**src/rtl/rv_instr_encoder.sv**
```systemverilog
// rv_instr_encoder
//   Streaming RV32I instruction encoder. Packs decoded fields into a 32-bit
//   instruction word (the inverse of the core's decode path). The word is
//   encoded combinationally at the input and registered into a 2-entry skid
//   buffer, so in_ready is a pure flop output with no path from out_ready.
// Ports
//   clk, rst            clock, synchronous active-high reset
//   in_valid/in_ready   input handshake for one field bundle
//   in_opcode..in_imm   decoded fields (imm in byte-offset form)
//   out_valid/out_ready output handshake
//   out_instr           encoded word (0 for an unknown opcode)
//   out_illegal         opcode was not a legal RV32I base opcode
//   emit_count          saturating count of words handed off
//   illegal_count       saturating count of illegal words handed off
module rv_instr_encoder #(
  parameter int COUNT_W = 32
) (
  input  logic               clk,
  input  logic               rst,
  input  logic               in_valid,
  output logic               in_ready,
  input  logic [6:0]         in_opcode,
  input  logic [4:0]         in_rd,
  input  logic [4:0]         in_rs1,
  input  logic [4:0]         in_rs2,
  input  logic [2:0]         in_funct3,
  input  logic [6:0]         in_funct7,
  input  logic [31:0]        in_imm,
  output logic               out_valid,
  input  logic               out_ready,
  output logic [31:0]        out_instr,
  output logic               out_illegal,
  output logic [COUNT_W-1:0] emit_count,
  output logic [COUNT_W-1:0] illegal_count
);

  localparam logic [6:0] OPC_LOAD   = 7'b0000011;
  localparam logic [6:0] OPC_OP_IMM = 7'b0010011;
  localparam logic [6:0] OPC_AUIPC  = 7'b0010111;
  localparam logic [6:0] OPC_STORE  = 7'b0100011;
  localparam logic [6:0] OPC_OP     = 7'b0110011;
  localparam logic [6:0] OPC_LUI    = 7'b0110111;
  localparam logic [6:0] OPC_BRANCH = 7'b1100011;
  localparam logic [6:0] OPC_JALR   = 7'b1100111;
  localparam logic [6:0] OPC_JAL    = 7'b1101111;

  // Main (M) entry drives the outputs, skid (S) entry absorbs one bundle
  // accepted while M is stalled.
  logic               m_valid_q, m_valid_d;
  logic [31:0]        m_instr_q, m_instr_d;
  logic               m_illegal_q, m_illegal_d;
  logic               s_valid_q, s_valid_d;
  logic [31:0]        s_instr_q, s_instr_d;
  logic               s_illegal_q, s_illegal_d;
  logic [COUNT_W-1:0] emit_q, emit_d;
  logic [COUNT_W-1:0] ill_q, ill_d;

  logic [31:0] enc_instr;
  logic        enc_illegal;
  logic        accept, drain;

  // Field packing
  always_comb begin
    enc_instr   = 32'h0;
    enc_illegal = 1'b0;
    case (in_opcode)
      OPC_OP:
        enc_instr = {in_funct7, in_rs2, in_rs1, in_funct3, in_rd, in_opcode};
      OPC_OP_IMM, OPC_JALR, OPC_LOAD:
        enc_instr = {in_imm[11:0], in_rs1, in_funct3, in_rd, in_opcode};
      OPC_STORE:
        enc_instr = {in_imm[11:5], in_rs2, in_rs1, in_funct3, in_imm[4:0], in_opcode};
      OPC_BRANCH:
        enc_instr = {in_imm[12], in_imm[10:5], in_rs2, in_rs1, in_funct3,
                     in_imm[4:1], in_imm[11], in_opcode};
      OPC_LUI, OPC_AUIPC:
        enc_instr = {in_imm[31:12], in_rd, in_opcode};
      OPC_JAL:
        enc_instr = {in_imm[20], in_imm[10:1], in_imm[11], in_imm[19:12], in_rd, in_opcode};
      default:
        enc_illegal = 1'b1;
    endcase
  end

  assign in_ready      = !s_valid_q;
  assign out_valid     = m_valid_q;
  assign out_instr     = m_instr_q;
  assign out_illegal   = m_illegal_q;
  assign emit_count    = emit_q;
  assign illegal_count = ill_q;

  assign accept = in_valid && in_ready;
  assign drain  = m_valid_q && out_ready;

  // Skid buffer and counters
  always_comb begin
    m_valid_d   = m_valid_q;
    m_instr_d   = m_instr_q;
    m_illegal_d = m_illegal_q;
    s_valid_d   = s_valid_q;
    s_instr_d   = s_instr_q;
    s_illegal_d = s_illegal_q;
    emit_d      = emit_q;
    ill_d       = ill_q;

    if (drain) begin
      if (s_valid_q) begin
        m_instr_d   = s_instr_q;
        m_illegal_d = s_illegal_q;
        s_valid_d   = 1'b0;
      end else begin
        m_valid_d   = 1'b0;
      end
      if (emit_q != '1) emit_d = emit_q + COUNT_W'(1);
      if (m_illegal_q && ill_q != '1) ill_d = ill_q + COUNT_W'(1);
    end

    // accept implies S empty, so a drain above never loads M from S here
    if (accept) begin
      if (!m_valid_q || drain) begin
        m_valid_d   = 1'b1;
        m_instr_d   = enc_instr;
        m_illegal_d = enc_illegal;
      end else begin
        s_valid_d   = 1'b1;
        s_instr_d   = enc_instr;
        s_illegal_d = enc_illegal;
      end
    end
  end

  always_ff @(posedge clk) begin
    if (rst) begin
      m_valid_q   <= 1'b0;
      m_instr_q   <= 32'h0;
      m_illegal_q <= 1'b0;
      s_valid_q   <= 1'b0;
      s_instr_q   <= 32'h0;
      s_illegal_q <= 1'b0;
      emit_q      <= '0;
      ill_q       <= '0;
    end else begin
      m_valid_q   <= m_valid_d;
      m_instr_q   <= m_instr_d;
      m_illegal_q <= m_illegal_d;
      s_valid_q   <= s_valid_d;
      s_instr_q   <= s_instr_d;
      s_illegal_q <= s_illegal_d;
      emit_q      <= emit_d;
      ill_q       <= ill_d;
    end
  end

endmodule

```
**config.mk**
```make
export PLATFORM = sky130hd
export DESIGN_NAME = rv_instr_encoder
export DESIGN_NICKNAME = d
export VERILOG_FILES = /design/src/rtl/rv_instr_encoder.sv
export SDC_FILE = /design/constraint.sdc
export NUM_CORES = 1
export LEC_CHECK = 0
export ABC_AREA = 1
export BUFFER_PORTS_ARGS = -buffer_cell sky130_fd_sc_hd__buf_2
export CAP_MARGIN = 20
export CORE_MARGIN = 2
export CORE_UTILIZATION = 30
export CTS_BUF_LIST = sky130_fd_sc_hd__clkbuf_4
export DETAILED_ROUTE_END_ITERATION = 10
export RECOVER_POWER = 100
export SLEW_MARGIN = 20
export SYNTH_ARGS = -nofsm -noshare
export SYNTH_HDL_FRONTEND = slang
export SYNTH_SLANG_ARGS = --single-unit
```
**constraint.sdc**
```tcl
create_clock -name clk -period 2.05 [get_ports clk]
set_input_delay 0.3075 -clock clk [delete_from_list [all_inputs] [get_ports clk]]
set_output_delay 0.3075 -clock clk [all_outputs]
set_load 0.03 [all_outputs]
```
## Yosys cells after proc, flatten, opt, wreduce, memory -nomap -nowiden

Cells that the tools add are included.

- Divide/modulo/power cells: 0
- Multipliers: 0
- Bitwise operators: 1
- $lt $le $gt $ge: 0
- Add/subtract/negate cells: 2
- Shift-type cells: 0
- Muxes and demuxes: 17
- Equal/unequal tests: 11
- Reduce and logical (&&, ||, !) cells: 12

Operators with widths:

| kind | number |
|---|---|
| case mux 32 bit (6 select lines) | 1 |
| 2-to-1 mux 32 bit | 4 |
| adder 32 x 1 -> 32 bit (second input constant) | 2 |
| != test 32 bit (second input constant) | 2 |
| equality test 7 x 6 -> 1 bit (second input constant) | 3 |
| equality test 7 bit (second input constant) | 3 |
| equality test 7 x 5 -> 1 bit (second input constant) | 2 |
| 2-to-1 mux 1 bit | 12 |
| OR reduction 9 bit | 1 |
| equality test 7 x 2 -> 1 bit (second input constant) | 1 |
| AND reduction 2 bit | 3 |
| logical AND 1 bit | 3 |
| OR reduction 3 bit | 1 |
| zero test 1 bit | 2 |
| OR reduction 2 bit | 1 |
| logical OR 1 bit | 1 |
| inverter 1 bit | 1 |

- Latch bits: 0
- Memories kept: 0
- Flip-flop bits (word level): 132
- Bits of input ports: 68
- Bits in read-only memories: 0
- RAM bits: 0
- Word-level logic and storage cells: 51
- Output and inout port bits: 99

## Longest topological paths before layout

Gate-level depths: netlist (run 1).

- Depth after elaboration: 5
- Gate-level depth with buffers: 12
- Gate-level depth less buffers: 12

## Least setup slack after synthesis (run 1)

OpenSTA, ideal clock, no wires.

- Path kind: flip-flop to flip-flop
- Start: reg ill_q[0] (netlist: illegal_count[0])
- End: reg ill_q[28] (netlist: illegal_count[28])
- Path slack: -52 ps
- Arrival time: 2,034 ps
- Buffers on the path: 2
- Setup time: 68 ps
- Data required time: 1,982 ps
- Cell stages (with the launch flop): 12
- Cell sequence: dfxtp_1 ha_1 nand3_2 inv_2 nand2_4 nor2_4 nand3_4 nand2_4 buf_6 buf_6 nand2_1 a21oi_2

- Word-level cells in the longest chain between the ends: 3
- Elaborated cells on any way between the ends: 4

RTL lines:

| what | RTL line | text |
|---|---|---|
| start, declared | 56 | `logic [COUNT_W-1:0] ill_q, ill_d;` |
| start signal, assigned | 150 | `ill_q <= ill_d;` |
| parallel branches: the longest is 3 deep, another holds adder 32 x 1 -> 32 bit | n/a |  |

Parallel ways; which one is timed is not known.
A chain may end at the register's enable or synchronous reset.

## Worst setup path in the final report (run 1)

- Start: reg ill_q[1] (netlist: illegal_count[1])
- End: reg ill_q[28] (netlist: illegal_count[28])

The elaborated chain is that of the path after synthesis.

==> results of run 1 <==
[layout make-up]
cell class / instances / area, um^2 / area share
Multi-Input combinational cell: 941 / 4320 / 0.458
Sequential cell: 132 / 2640 / 0.280
Timing Repair Buffer: 239 / 1280 / 0.136
Inverter: 116 / 447 / 0.0474
Tap cell: 330 / 413 / 0.0438
Clock inverter: 12 / 158 / 0.0167
Clock buffer: 19 / 143 / 0.0151
Timing Repair inverter: 3 / 22.5 / 0.00239
Antenna cell: 1 / 2.50 / 0.000265
[repair_timing]
item / 4_1_cts / 5_1_grt
endpoints found under the setup margin: 0 / 33
hold buffers: 0 / 0
buffers inserted: 0 / 6
resized for setup: 0 / 11
[cell usage after synthesis, types with 2 or more instances]
| cell type | count |
|---|---|
| nand4_1 | 7 |
| dfxtp_1 | 132 |
| nor3_1 | 2 |
| xor2_1 | 14 |
| nor2_4 | 4 |
| inv_1 | 115 |
| clkbuf_1 | 35 |
| o21bai_1 | 2 |
| a21boi_0 | 3 |
| nand2_1 | 432 |
| xnor2_1 | 13 |
| a21oi_1 | 96 |
| a21oi_2 | 3 |
| nand3_1 | 90 |
| buf_2 | 8 |
| o21ai_0 | 43 |
| or2_2 | 3 |
| nand2_2 | 2 |
| nor2_2 | 2 |
| ha_1 | 2 |
| nor2_1 | 166 |
| nand2_4 | 2 |
| o22ai_1 | 2 |
| nand3b_1 | 25 |
| buf_6 | 3 |
| o211ai_1 | 21 |
[layer usage]
metal | GRT usage | wire, um | vias to the layer above
li1 | - | - | 4365
met1 | 0.251 | 11700 | 3769
met2 | 0.306 | 11200 | 255
met3 | 0.0371 | 1550 | 22
met4 | 0.0491 | 289 | 2
met5 | 0 | 11 | -
[worst max-delay path by stage]
stage / from / to / slack [ns]
2_1_floorplan: illegal_count[1] / illegal_count[28] / 0.02
3_3_place_gp: out_valid / illegal_count[0] / 0.08
3_5_place_dp: illegal_count[1] / illegal_count[17] / 0.009
4_1_cts: illegal_count[1] / illegal_count[28] / 0.004
5_1_grt: illegal_count[1] / illegal_count[0] / -0.02
6_report: illegal_count[1] / illegal_count[28] / 0.17
[layout by cell type (no fill, tap or decap), types with 3 or more instances in the layout]
master and count:
a21boi_0 3, a21oi_1 96, a21oi_2 3, buf_2 68
buf_4 69, bufinv_16 3, clkbuf_1 98, clkbuf_4 19
clkinvlp_4 11, dfxtp_1 131, inv_1 112, nand2_1 431
nand2_2 3, nand3_1 90, nand3b_1 25, nand4_1 7
nor2_1 165, nor2_2 3, nor2_4 4, o211ai_1 21
o21ai_0 43, or2_2 3, xnor2_1 13, xor2_1 14
[logic make-up after synthesis]
family	after synthesis	share of synthesized area
fa+ha+maj	2	0.00330
xor+xnor	27	0.0311
simple gates	739	0.407
compound gates	173	0.125
flops	132	0.348
buf+inv	163	0.0854
[sequential cells by signal, indices dropped and copies added (netlist names)]
register       count
emit_count        32
illegal_count     32
out_illegal        1
out_instr         32
out_valid          1
s_illegal_q        1
s_instr_q         32
s_valid_q          1
[power groups by stage]
| stage | clock, uW | sequential (uW) | combinational (uW) |
|---|---|---|---|
| after detailed placement | 0 | 2760 | 722 |
| after floorplan | 0 | 2860 | 353 |
| after global placement | 0 | 2760 | 720 |
| after CTS | 2000 | 2710 | 725 |
| final | 1930 | 2710 | 716 |
| after global routing | 2090 | 2720 | 805 |
[worst max-delay path, stage by stage, from the launching register on]
cell and delay (ns):
dfxtp_1 0.37, ha_1 0.19, nand3_2 0.13, inv_2 0.13, nand2_4 0.07, nor2_4 0.16
nand3_4 0.15, nand2_8 0.16, buf_8 0.21, nand2_1 0.09, a21oi_2 0.12
[stage by stage]
stage                     area, um^2  worst slack [ns]  total power (uW)
after floorplan                 7590            0.0192              3210
after global placement          9160            0.0825              3480
after detailed placement        9160           0.00943              3480
after CTS                       9460           0.00391              5430
after global routing            9430           -0.0164              5610
final                           9430             0.166              5360
==> reports/qor.csv, run 1 <==
stage,metric,value,unit
worst_hold_path,Min-Delay Path Depth,5,
clock_network,H-tree Lvls,4,
layout,Area Growth Syn to Fin,24.2,%
route,first drt pass iteration count,5,
floorplan,chip height,163,um
route,Vias,8413,
layout,post-route insts no fill,1793,
clock_network,CTS tree,yes,
clock_network,Skew-Pair Late Insertion Delay,0.56,ns
yosys,Post-synth EDFFs,0,
worst_hold_path,worst min-delay path class,in2reg,
floorplan,I/O pin count,167,
place,routability cong.,0.888,
timing,final worst path period share,0.919,
critical_path,CP Class,reg2reg,
timing,worst slew pin tran,0.592,ns
route,antenna-violating nets left,0,
yosys,top area cells in the synthesized netlist,"dfxtp_1 (35%), nand2_1 (21%), nor2_1 (8.2%)",
critical_path,Worst EP required,2.52,ns
floorplan,DIE WIDTH,163,um
clock_network,Worst-path clk slew,0.13,ns
layout,nets@finish,1520,
yosys,asr flop ratio synth,0,
pwr,power per cell area,568,mW/mm^2
route,wire length per cell,13.8,um
timing,Fin. Hold Viols,0,
timing,RSZ-0062 raised after global routing,yes,
pwr,Static Leak,0.00393,uW
route,DRT iter0 DRCs,510,
timing,max-slew violation count,0,
critical_path,r2r setup slk,0.17,ns
global_route,total track usage,0.187,
pwr,Net Sw Frac,0.298,
yosys,Synthesis Warnings,0,
place,dpl cells,1752,
yosys,Cell variety after synth,35,
place,IO buf count,166,
worst_hold_path,hold path startpoint,in_rs1[3],
layout,share of layout cells above drive strength 1,0.136,
yosys,syn avg cell area,6.14,um^2
timing,WHS,0.0605,ns
floorplan,Initial Utilization,0.303,
floorplan,die area,0.0266,mm^2
place,hpwl dp,18.3,mm
clock_network,CTS root buffer,clkbuf_4,
pwr,maximum VDD drop,0.000387,V
job,Max-cap violations,0,
run_status,outcome,finished clean,
timing,Fin Setup TNS,0,ns
worst_hold_path,WHS Endpoint,s_instr_q[18],
critical_path,r2r endpoint,illegal_count[28],
yosys,share of the yosys chip area belonging to registers,0.348,
timing,Period minus WS final,1.88,ns
critical_path,critical path capture point type,flop,
floorplan,# rows,58,
route,DRC Markers,0,
critical_path,FF-to-FF Start,illegal_count[1],
route,Vias/cell,4.69,
timing,slew margin rel.,0.606,
pwr,Net Sw Power,1600,uW
layout,fin util,0.377,
timing,Max Freq,0.531,GHz
layout,fillers,2777,
pwr,cell internal pwr,3760,uW
yosys,ys flop type,dfxtp_1,
clock_network,Num CTS Buffers,17,
global_route,largest net degree at the start of global routing,50,
timing,final setup fails,0,
pwr,Clk pwr share,0.361,
global_route,first-pass GRT wire length,39.7,mm
critical_path,CP arrival,2.35,ns
timing,clock skew,0.0334,ns
yosys,Cells after Synth,1236,
pwr,Seq pwr share,0.505,
yosys,cell area after synthesis,0.00759,mm^2
floorplan,core area,0.0250,mm^2
global_route,global route overflow,0,
pwr,Comb pwr share,0.134,
global_route,initial antenna violation count,2,
critical_path,CP startpoint kind,flop,
yosys,leading area contributor after synthesis,dfxtp_1,
yosys,number of synthesized register bits,132,
critical_path,critical-path maximum fanout,29,
route,routed wire length,24.7,mm
clock_network,CTS Buffer Depth,2,
yosys,share of Yosys cell area claimed by the top area cell type,0.348,
yosys,Syn Nets,1306,
critical_path,reg2reg path depth,10,
global_route,number of global-route vias before repair,7806,
clock_network,CTS Sinks,132,
(Power assumes the default switching activity.)
==> run 2: changes to the inputs <==
--- a/config.mk
+++ b/config.mk
@@ -12,7 +12,6 @@
 export CORE_UTILIZATION = 30
 export CTS_BUF_LIST = sky130_fd_sc_hd__clkbuf_4
 export DETAILED_ROUTE_END_ITERATION = 10
-export RECOVER_POWER = 100
 export SLEW_MARGIN = 20
 export SYNTH_ARGS = -nofsm -noshare
 export SYNTH_HDL_FRONTEND = slang
==> run 2 against run 1 <==
Against the previous run:
- total power increased by 0.22%
- combinational power increased by 2%
- clock skew decreased by 0.0060 ns
- critical path depth unchanged
- largest power group unchanged
==> reports/qor.csv, run 2 (synthesis results as in run 1) <==
stage,metric,value,unit,change
timing,final worst path period share,0.919,,about the same
layout,nets@finish,1520,,unchanged
timing,final setup fails,0,,unchanged
timing,WHS,0.0585,ns,-0.00195 ns
critical_path,CP Cell Sequence,"ha_1, nand3_2, inv_2, nand2_4, nor2_4, nand3_4, nand2_8, buf_8, nand2_1, a21oi_2",,
route,Vias,8412,,-0.012%
critical_path,reg2reg path depth,10,,unchanged
timing,worst slew pin tran,0.600,ns,+0.00804 ns
clock_network,Num CTS Buffers,17,,unchanged
critical_path,CP peak stage delay,0.37,ns,about the same
global_route,total track usage,0.187,,unchanged
layout,Area Growth Syn to Fin,25.9,%,
timing,clock skew,0.0273,ns,-0.00604 ns
floorplan,# rows,58,,unchanged
global_route,largest net degree at the start of global routing,50,,unchanged
critical_path,FF-to-FF Start,illegal_count[1],,
clock_network,CTS root buffer,clkbuf_4,,
clock_network,Skew-Pair Late Insertion Delay,0.55,ns,about the same
worst_hold_path,Min-Delay Path Depth,5,,unchanged
timing,max-slew violation count,0,,unchanged
timing,Period minus WS final,1.88,ns,+0.0000570 ns
layout,"most common cell after layout, fill and taps aside",nand2_1,,
global_route,first-pass GRT wire length,39.7,mm,unchanged
route,DRT iter0 DRCs,521,,+2.2%
worst_hold_path,hold path startpoint,in_rs1[3],,
floorplan,DIE WIDTH,163,um,unchanged
global_route,number of global-route vias before repair,7806,,unchanged
clock_network,CTS Buffer Depth,2,,unchanged
layout,"commonest cells after routing, fill and taps aside","nand2_1 (431), buf_2 (166), nor2_1 (165), dfxtp_1 (131), inv_1 (112)",,
critical_path,critical path's slowest cell,dfxtp_1,,
route,first drt pass iteration count,5,,unchanged
timing,Fin Setup TNS,0,ns,unchanged
critical_path,CP Class,reg2reg,,
timing,Max Freq,0.531,GHz,about the same
pwr,power per cell area,561,mW/mm^2,-1.2%
floorplan,Initial Utilization,0.303,,unchanged
layout,post-route insts no fill,1793,,unchanged
global_route,global route overflow,0,,unchanged
floorplan,chip height,163,um,unchanged
run_status,outcome,finished clean,,
pwr,Static Leak,0.00435,uW,+11%
critical_path,critical path capture point type,flop,,
place,dpl cells,1752,,unchanged
job,Max-cap violations,0,,unchanged
critical_path,r2r setup slk,0.17,ns,about the same
clock_network,cts hold-fix bufs,0,,unchanged
timing,Fin. Hold Viols,0,,unchanged
critical_path,CP arrival,2.35,ns,about the same
worst_hold_path,worst min-delay path class,in2reg,,
layout,multi-input logic area,0.00432,mm^2,unchanged
critical_path,Worst EP required,2.52,ns,about the same
place,hpwl dp,18.3,mm,unchanged
route,wire length per cell,13.8,um,about the same
global_route,initial antenna violation count,2,,unchanged
floorplan,die area,0.0266,mm^2,unchanged
place,routability cong.,0.888,,unchanged
clock_network,CTS Sinks,132,,unchanged
clock_network,CTS tree,yes,,
worst_hold_path,WHS Endpoint,s_instr_q[18],,
route,routed wire length,24.7,mm,about the same
layout,fillers,2736,,-1.5%
floorplan,core area,0.0250,mm^2,unchanged
route,antenna-violating nets left,0,,unchanged
floorplan,I/O pin count,167,,unchanged
layout,Seq. cell area,0.00264,mm^2,unchanged
critical_path,critical-path maximum fanout,29,,unchanged
timing,RSZ-0062 raised after global routing,yes,,
pwr,maximum VDD drop,0.000396,V,+2.3%
clock_network,H-tree Lvls,4,,unchanged
route,DRC Markers,0,,unchanged
clock_network,Worst-path clk slew,0.13,ns,about the same
critical_path,CP startpoint kind,flop,,
critical_path,r2r endpoint,illegal_count[28],,
route,Vias/cell,4.69,,about the same
place,IO buf count,166,,unchanged
layout,share of layout cells above drive strength 1,0.203,,+0.0670
timing,slew margin rel.,0.600,,-0.00536
==> run 2: cell count changes in the layout (fill, tap and decap cells not counted) <==
cell	delta
clkbuf_1	-98
buf_6	-1
buf_2	+98
buf_12	+1
==> run 2: final cells by class <==
cell class | instances | share of cell area
Multi-Input combinational cell | 941 | 0.451
Sequential cell | 132 | 0.277
Timing Repair Buffer | 239 | 0.148
Inverter | 116 | 0.0467
Tap cell | 330 | 0.0432
Clock inverter | 12 | 0.0165
Clock buffer | 19 | 0.0149
Timing Repair inverter | 3 | 0.00236
Antenna cell | 1 | 0.000262
==> run 2: routing by layer <==
layer  routed length (um)  GRT usage  up-vias
met5                   11          0        -
met4                  269     0.0491        2
met3                 1550     0.0371       22
met2                11200      0.306      250
met1                11700      0.251     3773
li1                     -          -     4365
==> run 2: how the worst max path moves through the flow <==
stage                                 from                end  slack (ns)  cells past startpoint
after floorplan           illegal_count[1]  illegal_count[28]        0.02                     11
after global placement           out_valid   illegal_count[0]        0.08                      7
after detailed placement  illegal_count[1]  illegal_count[17]       0.009                     10
after CTS                 illegal_count[1]  illegal_count[28]       0.004                     10
after global routing      illegal_count[1]   illegal_count[0]       -0.02                     11
final                     illegal_count[1]  illegal_count[28]        0.17                     10
==> run 2: where the power goes <==
group	total [uW]	internal [uW]	switching (uW)	leakage (uW)
Sequential	2700	2660	46.0	0.00107
Clock	1930	867	1060	0.000145
Combinational	733	246	486	0.00313
==> run 2: stage by stage <==
step	area, um^2	setup slack [ns]	total power, uW	utilization
floorplan	7590	0.0192	3210	-
global placement	9160	0.0825	3480	0.366
detailed placement	9160	0.00943	3480	0.366
CTS	9460	0.00391	5430	0.378
global route	9560	-0.0164	5620	0.382
finish	9560	0.166	5370	0.382
==> run 2: repair_timing <==
action	in CTS	in global routing
endpoints found under the setup margin	0	33
setup buffers	0	6
gates resized for setup	0	11
hold endpoints to repair	0	0
==> run 2: critical path: cells and delay by family, from the launching register on <==
| kind | cells | cell delay (ns) |
|---|---|---|
| AND/OR/NAND/NOR | 6 | 0.76 |
| buffers and inverters | 2 | 0.35 |
| adder cells (fa/ha/maj) | 1 | 0.19 |
| flip-flops | 1 | 0.37 |
| AO/OA/AOI/OAI | 1 | 0.12 |
==> run 3: changes to the inputs <==
--- a/config.mk
+++ b/config.mk
@@ -12,6 +12,7 @@
 export CORE_UTILIZATION = 30
 export CTS_BUF_LIST = sky130_fd_sc_hd__clkbuf_4
 export DETAILED_ROUTE_END_ITERATION = 10
+export RECOVER_POWER = 25
 export SLEW_MARGIN = 20
 export SYNTH_ARGS = -nofsm -noshare
 export SYNTH_HDL_FRONTEND = slang
==> run 3 against run 2 <==
Against the previous run:
- first-iteration DRC count fell by 0.96%
- sequential power about the same
- clock power is essentially flat
- largest cell class unchanged
==> reports/qor.csv, run 3 (synthesis results as in run 1) <==
stage,metric,value,unit,change
run_status,outcome,finished clean,,
floorplan,die area,0.0266,mm^2,unchanged
timing,Period minus WS final,1.88,ns,-0.00183 ns
layout,final instance area,0.00949,mm^2,-0.72%
route,antenna-violating nets left,0,,unchanged
place,hpwl dp,18.3,mm,unchanged
clock_network,cts hold-fix bufs,0,,unchanged
pwr,power per cell area,564,mW/mm^2,+0.46%
timing,worst slew pin tran,0.592,ns,-0.00756 ns
timing,Max Freq,0.531,GHz,about the same
timing,max-slew violation count,0,,unchanged
timing,slew margin rel.,0.605,,+0.00504
critical_path,critical path's slowest cell,dfxtp_1,,
layout,nets@finish,1520,,unchanged
timing,Fin Setup TNS,0,ns,unchanged
clock_network,H-tree Lvls,4,,unchanged
critical_path,critical-path maximum fanout,29,,unchanged
place,Post-DP Area,0.00916,mm^2,unchanged
critical_path,CP Class,reg2reg,,
route,Vias/cell,4.68,,-0.14%
layout,fillers,2755,,+0.69%
route,routed wire length,24.8,mm,+0.11%
clock_network,CTS Buffer Depth,2,,unchanged
floorplan,DIE WIDTH,163,um,unchanged
layout,"most common cell after layout, fill and taps aside",nand2_1,,
global_route,total track usage,0.187,,unchanged
timing,WHS,0.0600,ns,+0.00150 ns
floorplan,core area,0.0250,mm^2,unchanged
clock_network,Worst-path clk slew,0.13,ns,about the same
pwr,Static Leak,0.00412,uW,-5.2%
critical_path,Worst EP required,2.52,ns,about the same
timing,final setup fails,0,,unchanged
clock_network,Num CTS Buffers,17,,unchanged
place,routability cong.,0.888,,unchanged
floorplan,I/O pin count,167,,unchanged
clock_network,CTS root buffer,clkbuf_4,,
layout,share of layout cells above drive strength 1,0.166,,-0.0376
timing,Fin. Hold Viols,0,,unchanged
global_route,largest net degree at the start of global routing,50,,unchanged
floorplan,chip height,163,um,unchanged
clock_network,Skew-Pair Late Insertion Delay,0.55,ns,about the same
job,Max-cap violations,0,,unchanged
critical_path,critical path capture point type,flop,,
route,DRC Markers,0,,unchanged
floorplan,# rows,58,,unchanged
global_route,first-pass GRT wire length,39.7,mm,unchanged
layout,Area Growth Syn to Fin,25.0,%,
route,wire length per cell,13.8,um,+0.11%
route,first drt pass iteration count,5,,unchanged
pwr,maximum VDD drop,0.000387,V,-2.3%
global_route,global route overflow,0,,unchanged
route,Vias,8400,,-0.14%
critical_path,CP arrival,2.35,ns,about the same
place,IO buf count,166,,unchanged
critical_path,CP Cell Sequence,"ha_1, nand3_2, inv_2, nand2_4, nor2_4, nand3_4, nand2_8, buf_8, nand2_1, a21oi_2",,
route,DRT iter0 DRCs,516,,-0.96%
timing,clock skew,0.0295,ns,+0.00217 ns
global_route,initial antenna violation count,2,,unchanged
clock_network,CTS Sinks,132,,unchanged
layout,"commonest cells after routing, fill and taps aside","nand2_1 (431), nor2_1 (165), dfxtp_1 (131), inv_1 (112), buf_2 (111)",,
worst_hold_path,worst min-delay path class,in2reg,,
timing,RSZ-0062 raised after global routing,yes,,
critical_path,CP startpoint kind,flop,,
timing,final worst path period share,0.918,,about the same
critical_path,r2r setup slk,0.17,ns,about the same
global_route,number of global-route vias before repair,7806,,unchanged
critical_path,CP peak stage delay,0.37,ns,about the same
clock_network,CTS tree,yes,,
floorplan,Initial Utilization,0.303,,unchanged
-- run 3: cell count changes in the layout (fill, tap and decap cells not counted), sizes merged --
cell and delta:
clkbuf +55, buf -55
-- run 3: layout make-up --
cell class | instances | area, um^2 | share of cell area
Inverter | 116 | 447 | 0.0471
Timing Repair Buffer | 239 | 1350 | 0.142
Multi-Input combinational cell | 941 | 4320 | 0.455
Timing Repair inverter | 3 | 22.5 | 0.00237
Antenna cell | 1 | 2.50 | 0.000264
Clock inverter | 12 | 158 | 0.0166
Clock buffer | 19 | 143 | 0.0150
Tap cell | 330 | 413 | 0.0435
Sequential cell | 132 | 2640 | 0.279
-- run 3: timing repair --
item,CTS,global route
gates resized for setup,0,11
setup buffers,0,6
setup endpoints to repair,0,33
hold endpoints to repair,0,0
-- run 3: stage by stage --
step,instances,worst slack (ns),utilization,total power [uW]
global route,1793,-0.0164,0.379,5610
detailed placement,1752,0.00943,0.366,3480
floorplan,1236,0.0192,-,3210
global placement,1752,0.0825,0.366,3480
CTS,1783,0.00391,0.378,5430
finish,1793,0.168,0.379,5350
-- run 3: path summary, 6_finish.rpt --
path / from / to / cells after the start
max: illegal_count[1] / illegal_count[28] / 10
min: in_rs1[3] / s_instr_q[18] / 5
max reg2reg: illegal_count[1] / illegal_count[28] / 10
min reg2reg: s_instr_q[5] / s_instr_q[5] / 2
-- run 3: critical path, delay by kind of cell, from the launching register on --
kind | cells | cell delay, ns
buffers and inverters | 2 | 0.34
AOI/OAI and AO/OA | 1 | 0.12
DFF | 1 | 0.37
and+or+nand+nor | 6 | 0.76
adders and majority gates | 1 | 0.19
-- run 3: power by group --
| part | switching [uW] | internal [uW] | total, uW | leakage, uW |
|---|---|---|---|---|
| Clock | 1060 | 867 | 1930 | 0.000145 |
| Combinational | 485 | 232 | 717 | 0.00290 |
| Sequential | 47.1 | 2660 | 2710 | 0.00107 |
| Total | 1600 | 3760 | 5350 | 0.00412 |
-- run 3: metal layers --
layer / routed length, um / vias to the layer above / track usage
li1: - / 4363 / -
met4: 284 / 2 / 0.0491
met5: 11 / - / 0
met2: 11200 / 243 / 0.306
met1: 11800 / 3769 / 0.251
met3: 1450 / 23 / 0.0371
